## src/rtl/muldiv_seq_pkg.sv

```systemverilog
// Shared widths, op/state encodings and operand helper for the muldiv_seq sequencer.
package muldiv_seq_pkg;

    localparam int DP_WIDTH = 32;
    localparam int CNT_W    = 5;

    typedef enum logic [1:0] {
        MULDIV_MULT  = 2'b00,
        MULDIV_MULTU = 2'b01,
        MULDIV_DIV   = 2'b10,
        MULDIV_DIVU  = 2'b11
    } muldiv_op_e;

    typedef enum logic [1:0] {
        S_IDLE = 2'd0,
        S_CALC = 2'd1,
        S_FIX  = 2'd2,
        S_DONE = 2'd3
    } muldiv_state_e;

    // For signed ops, return |v|; the most negative value maps to itself, read as unsigned.
    function automatic logic [DP_WIDTH-1:0] magnitude(input logic [DP_WIDTH-1:0] v,
                                                      input logic                is_signed);
        return (is_signed && v[DP_WIDTH-1]) ? -v : v;
    endfunction

endpackage

```

## src/rtl/muldiv_step.sv

```systemverilog
// One iteration of shift-add multiply or restoring divide around a single 32-bit adder.
// The divide path exists only when MULDIV_DIV_EN is defined.
module muldiv_step
    import muldiv_seq_pkg::*;
(
`ifdef MULDIV_DIV_EN
    input  logic                div_mode,
`endif
    input  logic [DP_WIDTH-1:0] hi_in,
    input  logic [DP_WIDTH-1:0] lo_in,
    input  logic [DP_WIDTH-1:0] opnd,
    output logic [DP_WIDTH-1:0] hi_out,
    output logic [DP_WIDTH-1:0] lo_out
);

    logic [DP_WIDTH-1:0] add_x;
    logic [DP_WIDTH-1:0] add_y;
    logic                add_cin;
    logic [DP_WIDTH:0]   sum;
`ifdef MULDIV_DIV_EN
    logic                take;
`endif

    always_comb begin
        add_x   = hi_in;
        add_y   = lo_in[0] ? opnd : '0;
        add_cin = 1'b0;
`ifdef MULDIV_DIV_EN
        take    = 1'b0;
        if (div_mode) begin
            add_x   = {hi_in[DP_WIDTH-2:0], lo_in[DP_WIDTH-1]};
            add_y   = ~opnd;
            add_cin = 1'b1;
        end
`endif
        sum = {1'b0, add_x} + {1'b0, add_y} + {{DP_WIDTH{1'b0}}, add_cin};

        // Multiply: shift {carry, sum, multiplier} right by one.
        hi_out = {sum[DP_WIDTH], sum[DP_WIDTH-1:1]};
        lo_out = {sum[0], lo_in[DP_WIDTH-1:1]};
`ifdef MULDIV_DIV_EN
        // Divide: the bit shifted out of hi_in is the 33rd remainder bit, so it forces the subtract.
        if (div_mode) begin
            take   = hi_in[DP_WIDTH-1] | sum[DP_WIDTH];
            hi_out = take ? sum[DP_WIDTH-1:0] : add_x;
            lo_out = {lo_in[DP_WIDTH-2:0], take};
        end
`endif
    end

endmodule

```

## src/rtl/muldiv_seq.sv

```systemverilog
// Multi-cycle MIPS mult/multu/div/divu sequencer writing architectural HI/LO.
// Define MULDIV_DIV_EN to compile in divide support; otherwise div/divu return err.
module muldiv_seq
    import muldiv_seq_pkg::*;
(
    input  logic                clk,
    input  logic                rst_n,
    input  logic                start,
    input  logic [1:0]          op,
    input  logic [DP_WIDTH-1:0] a,
    input  logic [DP_WIDTH-1:0] b,
    input  logic                flush,
    output logic                busy,
    output logic                done,
    output logic                err,
    output logic [DP_WIDTH-1:0] hi,
    output logic [DP_WIDTH-1:0] lo
);

    muldiv_state_e       state_q, state_d;
    logic [CNT_W-1:0]    cnt_q, cnt_d;
    logic [DP_WIDTH-1:0] acc_q, acc_d;
    logic [DP_WIDTH-1:0] low_q, low_d;
    logic [DP_WIDTH-1:0] opnd_q, opnd_d;
    logic                neg_p_q, neg_p_d;
    logic                err_q, err_d;
    logic [DP_WIDTH-1:0] hi_q, hi_d;
    logic [DP_WIDTH-1:0] lo_q, lo_d;
`ifdef MULDIV_DIV_EN
    logic                is_div_q, is_div_d;
    logic                neg_r_q, neg_r_d;
    logic [DP_WIDTH-1:0] quot_fix;
    logic [DP_WIDTH-1:0] rem_fix;
`endif

    logic                  signed_op;
    logic [DP_WIDTH-1:0]   a_mag;
    logic [DP_WIDTH-1:0]   b_mag;
    logic [2*DP_WIDTH-1:0] prod_fix;
    logic [DP_WIDTH-1:0]   step_hi;
    logic [DP_WIDTH-1:0]   step_lo;

    muldiv_step u_step (
`ifdef MULDIV_DIV_EN
        .div_mode (is_div_q),
`endif
        .hi_in    (acc_q),
        .lo_in    (low_q),
        .opnd     (opnd_q),
        .hi_out   (step_hi),
        .lo_out   (step_lo)
    );

    always_comb begin
        // NOTE: every always_comb output gets a default first so no path can infer a latch.
        state_d = state_q;
        cnt_d   = cnt_q;
        acc_d   = acc_q;
        low_d   = low_q;
        opnd_d  = opnd_q;
        neg_p_d = neg_p_q;
        err_d   = 1'b0;
        hi_d    = hi_q;
        lo_d    = lo_q;
`ifdef MULDIV_DIV_EN
        is_div_d = is_div_q;
        neg_r_d  = neg_r_q;
        quot_fix = neg_p_q ? -low_q : low_q;
        rem_fix  = neg_r_q ? -acc_q : acc_q;
`endif
        signed_op = (op == MULDIV_MULT) || (op == MULDIV_DIV);
        a_mag     = magnitude(a, signed_op);
        b_mag     = magnitude(b, signed_op);
        prod_fix  = neg_p_q ? -{acc_q, low_q} : {acc_q, low_q};

        unique case (state_q)
            S_IDLE, S_DONE: begin
                state_d = S_IDLE;
                if (start && !flush) begin
                    neg_p_d = signed_op && (a[DP_WIDTH-1] ^ b[DP_WIDTH-1]);
                    if (op[1]) begin
`ifdef MULDIV_DIV_EN
                        if (b == '0) begin
                            state_d = S_DONE;
                            err_d   = 1'b1;
                            hi_d    = a;
                            lo_d    = '1;
                        end else begin
                            state_d  = S_CALC;
                            cnt_d    = '1;
                            acc_d    = '0;
                            low_d    = a_mag;
                            opnd_d   = b_mag;
                            neg_r_d  = signed_op && a[DP_WIDTH-1];
                            is_div_d = 1'b1;
                        end
`else
                        state_d = S_DONE;
                        err_d   = 1'b1;
`endif
                    end else begin
                        state_d = S_CALC;
                        cnt_d   = '1;
                        acc_d   = '0;
                        low_d   = b_mag;
                        opnd_d  = a_mag;
`ifdef MULDIV_DIV_EN
                        is_div_d = 1'b0;
`endif
                    end
                end
            end
            S_CALC: begin
                if (flush) begin
                    state_d = S_IDLE;
                end else begin
                    acc_d = step_hi;
                    low_d = step_lo;
                    if (cnt_q == '0) state_d = S_FIX;
                    else             cnt_d   = cnt_q - CNT_W'(1);
                end
            end
            S_FIX: begin
                if (flush) begin
                    state_d = S_IDLE;
                end else begin
                    state_d = S_DONE;
`ifdef MULDIV_DIV_EN
                    if (is_div_q) begin
                        hi_d = rem_fix;
                        lo_d = quot_fix;
                    end else begin
                        {hi_d, lo_d} = prod_fix;
                    end
`else
                    {hi_d, lo_d} = prod_fix;
`endif
                end
            end
            default: state_d = S_IDLE;
        endcase
    end

    // NOTE: the datapath registers are reset too, since hi/lo must read zero after any reset.
    always_ff @(posedge clk) begin
        // NOTE: non-blocking assignments so every flop samples pre-edge values.
        if (!rst_n) begin
            state_q  <= S_IDLE;
            cnt_q    <= '0;
            acc_q    <= '0;
            low_q    <= '0;
            opnd_q   <= '0;
            neg_p_q  <= 1'b0;
            err_q    <= 1'b0;
            hi_q     <= '0;
            lo_q     <= '0;
`ifdef MULDIV_DIV_EN
            is_div_q <= 1'b0;
            neg_r_q  <= 1'b0;
`endif
        end else begin
            state_q  <= state_d;
            cnt_q    <= cnt_d;
            acc_q    <= acc_d;
            low_q    <= low_d;
            opnd_q   <= opnd_d;
            neg_p_q  <= neg_p_d;
            err_q    <= err_d;
            hi_q     <= hi_d;
            lo_q     <= lo_d;
`ifdef MULDIV_DIV_EN
            is_div_q <= is_div_d;
            neg_r_q  <= neg_r_d;
`endif
        end
    end

    assign busy = (state_q == S_CALC) || (state_q == S_FIX);
    assign done = (state_q == S_DONE);
    assign err  = err_q;
    assign hi   = hi_q;
    assign lo   = lo_q;

endmodule

```

## config.mk

```make
export PLATFORM = sky130hd
export DESIGN_NAME = muldiv_seq
export DESIGN_NICKNAME = d
export VERILOG_FILES = /design/src/rtl/muldiv_seq_pkg.sv /design/src/rtl/muldiv_step.sv /design/src/rtl/muldiv_seq.sv
export SDC_FILE = /design/constraint.sdc
export NUM_CORES = 1
export LEC_CHECK = 0
export CAP_MARGIN = 20
export CORE_MARGIN = 2
export CORE_UTILIZATION = 50
export DETAILED_ROUTE_END_ITERATION = 8
export PLACE_DENSITY = 0.8
export SYNTH_ARGS = -nofsm -noshare
export SYNTH_HDL_FRONTEND = slang
export SYNTH_SLANG_ARGS = --single-unit
```

## constraint.sdc

```tcl
create_clock -name clk -period 4.18 [get_ports clk]
set_input_delay 0.418 -clock clk [delete_from_list [all_inputs] [get_ports clk]]
set_output_delay 0.418 -clock clk [all_outputs]
set_load 0.01 [all_outputs]
```

==> run_results.csv, run 1 <==
group,metric,value,unit
run_status,status,"complete, no violations",
cts,root_buffer,"clkbuf_16",
floorplan,dieArea,0.0221,sq mm
drt,met1_length,13500,um
yosys,ys_top_cells_by_area,"dfxtp_1 (32%), xor2_1 (6.9%), nor2_1 (5.3%)",
cts,cts-resized-gates,0,
placed_design,gp_congestion,0.910,
placed_design,port_buffers,136,
min_path,hold_path_depth,2,
global_routing,first_global_vias,9009,
yosys,netlist_area,0.0105,sq mm
yosys,yosysWarnings,0,
cts,clk_path_buf_depth,2,
yosys,synthMuxAreaShare,0.00478,
floorplan,die_h,149,um
cts,htreeDepth,4,
drt,wl,27900,um
sta,finalClockSkew,12.6,ps
critical_path,cp.arrival,3700,ps
sta,maxSlewViolCount,0,
critical_path,cp-end-kind,"flip-flop",
critical_path,reg2reg_depth,11,
yosys,synth-compound-area-share,0.247,
yosys,synth_seq_area_share,0.323,
yosys,ys_ff_latch,169,
drt,wl_per_cell,16.6,um
power_and_ir_drop,ir_drop,0.278,mV
drt,topRoutingLayerUsed,"met4",
cts,post_cts_buffers,0,
drt,vias,9966,
cts,numCtsBuffers,17,
floorplan,core.rowCount,52,
placed_design,dp_cells,1649,
final_layout,area.sequential,0.00338,sq mm
yosys,synth_top_family_by_area,"compound AO/OA/AOI/OAI gates",
cts,insertion_delay,440,ps
global_routing,grt_max_degree,84,
floorplan,start_util,0.514,
yosys,synthArstFlopShare,0,
critical_path,cp-start-kind,"flip-flop",
drt,antenna_left,0,
floorplan,ios,137,
drt,drc,0,
drt,viasPerCell,5.93,
final_layout,areaGrowthSynthToFinish,19.7,%
global_routing,antenna_found_initial,0,
final_layout,multi_input_area,0.00665,sq mm
power_and_ir_drop,pwr_density_cell,302,mW/mm^2
critical_path,critPathRequiredTime,4500,ps
cts,cts.hold.buffers_added,0,
global_routing,grt_usage,0.251,
final_layout,fillCellCount,1813,
power_and_ir_drop,leakage,4.64,nW
yosys,synth.distinct_cells,73,
yosys,synthXorXnorAreaFrac,0.116,
global_routing,grt_pass1_wl,45400,um
yosys,synth-simple-area-share,0.215,
drt,dr.pass1.iters,8,
placed_design,dpl_cell_area,0.0120,sq mm
cts,cts.sinks,169,
sta,relSlewSlack,0.325,
final_layout,final_cell_area,0.0125,sq mm
yosys,synth_fa_ha_area_frac,0.0497,
final_layout,diodes,0,
cts,clk_pin_slew,60,ps
final_layout,layout-drive-gt1-share,0.0489,
yosys,synth_nets,1425,
sta,setup_viol,0,
yosys,yosysTopAreaCellShare,0.323,
yosys,synthTopCellsByCount,"dfxtp_1 (169), nor2_1 (148), nand2_1 (118), o21ai_0 (103), xor2_1 (83)",
yosys,synth-edff-count,0,
yosys,yosys.cell_count.top_type,"dfxtp_1",
drt,drt_iter0_drc,900,
yosys,avgSynthCellArea,7.97,sq um
drt,met2_length,11900,um
floorplan,core_area,0.0204,sq mm
sta,fin_crit_sh,0.809,
sta,worstMarginPinSlew,1010,ps
final_layout,instances_no_fill,1680,
cts,cts_tree,"yes",
min_path,hold_class,"reg2reg",
final_layout,fin_nets,1510,
floorplan,die_w,149,um
critical_path,worstPathMaxFanout,13,
final_layout,fin_util,0.616,
yosys,yosysTopAreaCell,"dfxtp_1",
drt,dr_wl_met3,2070,um
critical_path,crit_type,"reg2reg",
yosys,synthFlopType,"dfxtp_1",
sta,fmax,296,MHz
sta,hold_viol,0,
sta,fin_crit,3380,ps
placed_design,dp_hpwl,21000,um
sta,rsz0062_at_grt,"false",
global_routing,grt.overflow.total,0,
sta,finalSetupTns,0,ps
yosys,synthCells,1314,
flow_run,cap_violations,0,
power_and_ir_drop,power,3.78,mW
[through the flow]
stage	setup WS, ps	hold slack, ps
floorplan	1000	427
global placement	932	436
detailed placement	841	443
CTS	824	457
global route	508	473
finish	800	451
[flip-flops by register name, summed over array words and instances, names as in the netlist]
signal,flops
cnt_q,5
opnd_q,32
state_q,2
acc_q,32
hi,32
low_q,32
err,1
neg_p_q,1
lo,32
[layout make-up]
class	count	area share
Multi-Input combinational cell	1032	0.530
Sequential cell	169	0.270
Timing Repair Buffer	151	0.120
Clock buffer	21	0.0375
Tap cell	270	0.0269
Inverter	28	0.00838
Clock inverter	9	0.00749
[layer usage]
layer / global-route usage / up-vias
met3: 0.0298 / 26
met4: 0.0714 / 0
met5: 0 / -
met1: 0.383 / 4623
li1: - / 4946
met2: 0.372 / 371
[cells by family (layout without fill, tap and decap cells)]
logic type / after synthesis / after routing
AND/OR/NAND/NOR: 462 / 462
XOR/XNOR: 139 / 139
AO/OA/AOI/OAI: 385 / 385
buffers and inverters: 113 / 209
adder cells (fa/ha/maj): 41 / 41
flip-flops: 169 / 169
multiplexers: 5 / 5
[worst max-delay path, cell delays in order (launching register included)]
cell and delay [ps]:
dfxtp_1 510, and2_1 190, ha_1 180, inv_1 60, fa_1 400, nor2b_1 180
o2111ai_1 170, a211oi_1 500, o21ai_0 270, a211oi_1 420, o21ai_0 120, a32o_1 270
[report_power, final]
part | leakage [nW] | total (mW) | internal (mW) | switching [mW]
registers | 1.37 | 1.69 | 1.65 | 0.0385
logic | 3.00 | 0.558 | 0.234 | 0.325
clock network | 0.277 | 1.54 | 0.866 | 0.669
total | 4.64 | 3.78 | 2.75 | 1.03
[final timing paths]
check	slack, ps	startpoint	to
worst max-delay path	800	low_q[0]$_SDFFE_PN0P_	acc_q[23]$_SDFFE_PN0P_
worst min-delay path	450	lo[25]$_SDFFE_PN0P_	lo[25]$_SDFFE_PN0P_
worst max register to register	800	low_q[0]$_SDFFE_PN0P_	acc_q[23]$_SDFFE_PN0P_
worst min register to register	450	lo[25]$_SDFFE_PN0P_	lo[25]$_SDFFE_PN0P_
[cell usage in the layout, fill, tap and decap left out, types with 27 or more instances in the layout]
| cell type | count |
|---|---|
| dfxtp_1 | 168 |
| a211oi_1 | 47 |
| clkdlybuf4s50_1 | 136 |
| a21oi_1 | 75 |
| nor3_1 | 27 |
| a222oi_1 | 27 |
| inv_1 | 27 |
| and2_1 | 39 |
| nand2_1 | 118 |
| o21ai_0 | 103 |
| o31ai_1 | 27 |
| nor2_1 | 145 |
| ha_1 | 40 |
| xor2_1 | 83 |
| xnor2_1 | 56 |
(Power assumes the default switching activity.)
==> inputs of run 2 (changes only) <==
Settings changed: PLACE_DENSITY 0.8 to 0.83.
Clock period 4.18 ns to 2.91 ns, I/O delays scaled along.
==> run 2 against run 1 <==
The run now ends with DRC left. First-iteration DRC count is 11% higher. Combinational power up 47%. Clock skew is 2.4 ps lower. Sequential power rose by 44%. Wire length is 3.2% higher. Non-clock buffer count grew 42. Critical endpoint is now lo[25]$_SDFFE_PN0P_. Highest routed layer unchanged. Sequential cell count unchanged. Global-route usage grew 0.50 points.
==> run_results.csv, run 2 (same netlist as run 1, synthesis figures left out) <==
group,metric,value,unit
run_status,status,"complete, but fails checks",
run_status,violations,"DRC",
drt,drt_iter0_drc,1003,
sta,fin_crit,2800,ps
final_layout,areaGrowthSynthToFinish,23.3,%
sta,finalWorstSetupSlack,112,ps
final_layout,diodes,0,
sta,fin_crit_sh,0.962,
final_layout,layout-drive-gt1-share,0.0846,
global_routing,antenna_found_initial,0,
critical_path,cp-start-kind,"flip-flop",
critical_path,crit_type,"reg2reg",
global_routing,grt.overflow.total,0,
sta,rsz0062_at_grt,"false",
placed_design,port_buffers,136,
final_layout,fillCellCount,1735,
critical_path,critPathRequiredTime,3220,ps
drt,drc,10,
critical_path,cp.arrival,3100,ps
drt,vias,10300,
critical_path,slowest_stage,"or4_4",
floorplan,start_util,0.514,
drt,antenna_left,0,
global_routing,grt_usage,0.256,
floorplan,ios,137,
cts,htreeDepth,4,
power_and_ir_drop,pwr_density_cell,428,mW/mm^2
floorplan,core.rowCount,52,
drt,dr.pass1.iters,9,
cts,numCtsBuffers,17,
global_routing,first_global_vias,9155,
floorplan,core_area,0.0204,sq mm
critical_path,max_stage_delay,590,ps
sta,finalSetupTns,0,ps
cts,clk_pin_slew,70,ps
drt,wl,28700,um
power_and_ir_drop,ir_drop,0.342,mV
critical_path,crit_start,"low_q[6]$_SDFFE_PN0P_",
critical_path,crit_chain,"or4_4 > or3_4 > nor3_4 > or3b_1 > o41ai_2 > xor2_1 > o21ai_1",
cts,cts_tree,"yes",
cts,cts.sinks,169,
placed_design,dp_hpwl,21900,um
critical_path,rr_startpoint,"low_q[6]$_SDFFE_PN0P_",
sta,maxSlewViolCount,0,
critical_path,cp-end-kind,"flip-flop",
sta,hold_viol,0,
sta,relSlewSlack,0.375,
cts,insertion_delay,430,ps
placed_design,pre_cts_ws,89.0,ps
flow_run,cap_violations,0,
power_and_ir_drop,leakage,4.87,nW
critical_path,worstPathMaxFanout,8,
drt,wl_per_cell,16.7,um
sta,setup_viol,0,
floorplan,die_w,149,um
drt,topRoutingLayerUsed,"met4",
global_routing,grt_max_degree,99,
floorplan,dieArea,0.0221,sq mm
global_routing,grt_pass1_wl,46100,um
sta,worstMarginPinSlew,937,ps
cts,post_cts_buffers,0,
floorplan,die_h,149,um
cts,clk_path_buf_depth,2,
sta,fmax,357,MHz
min_path,worstHoldStart,"hi[19]$_SDFFE_PN0P_",
drt,dr_wl_met3,2380,um
final_layout,mostFrequentLayoutCells,"dfxtp_1 (168), nor2_1 (145), clkdlybuf4s50_1 (136)",
sta,finalClockSkew,10.2,ps
cts,root_buffer,"clkbuf_16",
drt,met1_length,13400,um
min_path,hold_class,"reg2reg",
final_layout,fin_nets,1552,
final_layout,layout_commonest_cell,"dfxtp_1",
drt,met2_length,12500,um
placed_design,gp_congestion,0.969,
drt,viasPerCell,6.00,
==> run 2: what timing repair did <==
action / in CTS / in global routing
endpoints found under the setup margin: 0 / 13
hold buffers: 0 / 0
resized for setup: 0 / 11
==> run 2: through the flow <==
stage                     utilization  std cells  instance area [sq um]  total power [mW]  hold slack [ps]
after CTS                       0.633       1724                  12900              5.54              460
after detailed placement        0.604       1692                  12300              3.29              446
after global placement          0.604       1692                  12300              3.27              436
final                           0.634       1724                  12900              5.53              455
after floorplan                     -       1314                  10500              2.97              370
after global routing            0.634       1724                  12900              5.73              477
==> run 2: cell type report <==
cell class | count | area (sq um) | area share
Multi-Input combinational cell | 1032 | 6690 | 0.518
Clock buffer | 19 | 443 | 0.0343
Sequential cell | 169 | 3380 | 0.262
Timing Repair Buffer | 193 | 1810 | 0.140
Tap cell | 270 | 338 | 0.0262
Inverter | 28 | 105 | 0.00814
Clock inverter | 13 | 143 | 0.0110
==> run 2: critical path, delay by kind of cell (launching register included) <==
kind             cells  cell delay (ps)
AO/OA/AOI/OAI        2              360
AND/OR/NAND/NOR      4             1700
XOR/XNOR             1              220
flip-flops           1              400
==> run 2: worst paths after layout <==
check	to	cells past startpoint	slack (ps)
max	lo[25]$_SDFFE_PN0P_	7	110
min	hi[19]$_SDFFE_PN0P_	2	460
max reg2reg	lo[25]$_SDFFE_PN0P_	7	110
min reg2reg	hi[19]$_SDFFE_PN0P_	2	460
==> run 2: where the power goes <==
part | internal, mW | switching (mW)
logic | 0.354 | 0.467
registers | 2.37 | 0.0603
clock network | 1.30 | 0.976
total | 4.02 | 1.50
==> run 2: routing by layer <==
layer	global-route usage	up-vias
met5	0	-
li1	-	5053
met2	0.387	448
met1	0.379	4796
met4	0.0710	0
met3	0.0393	40
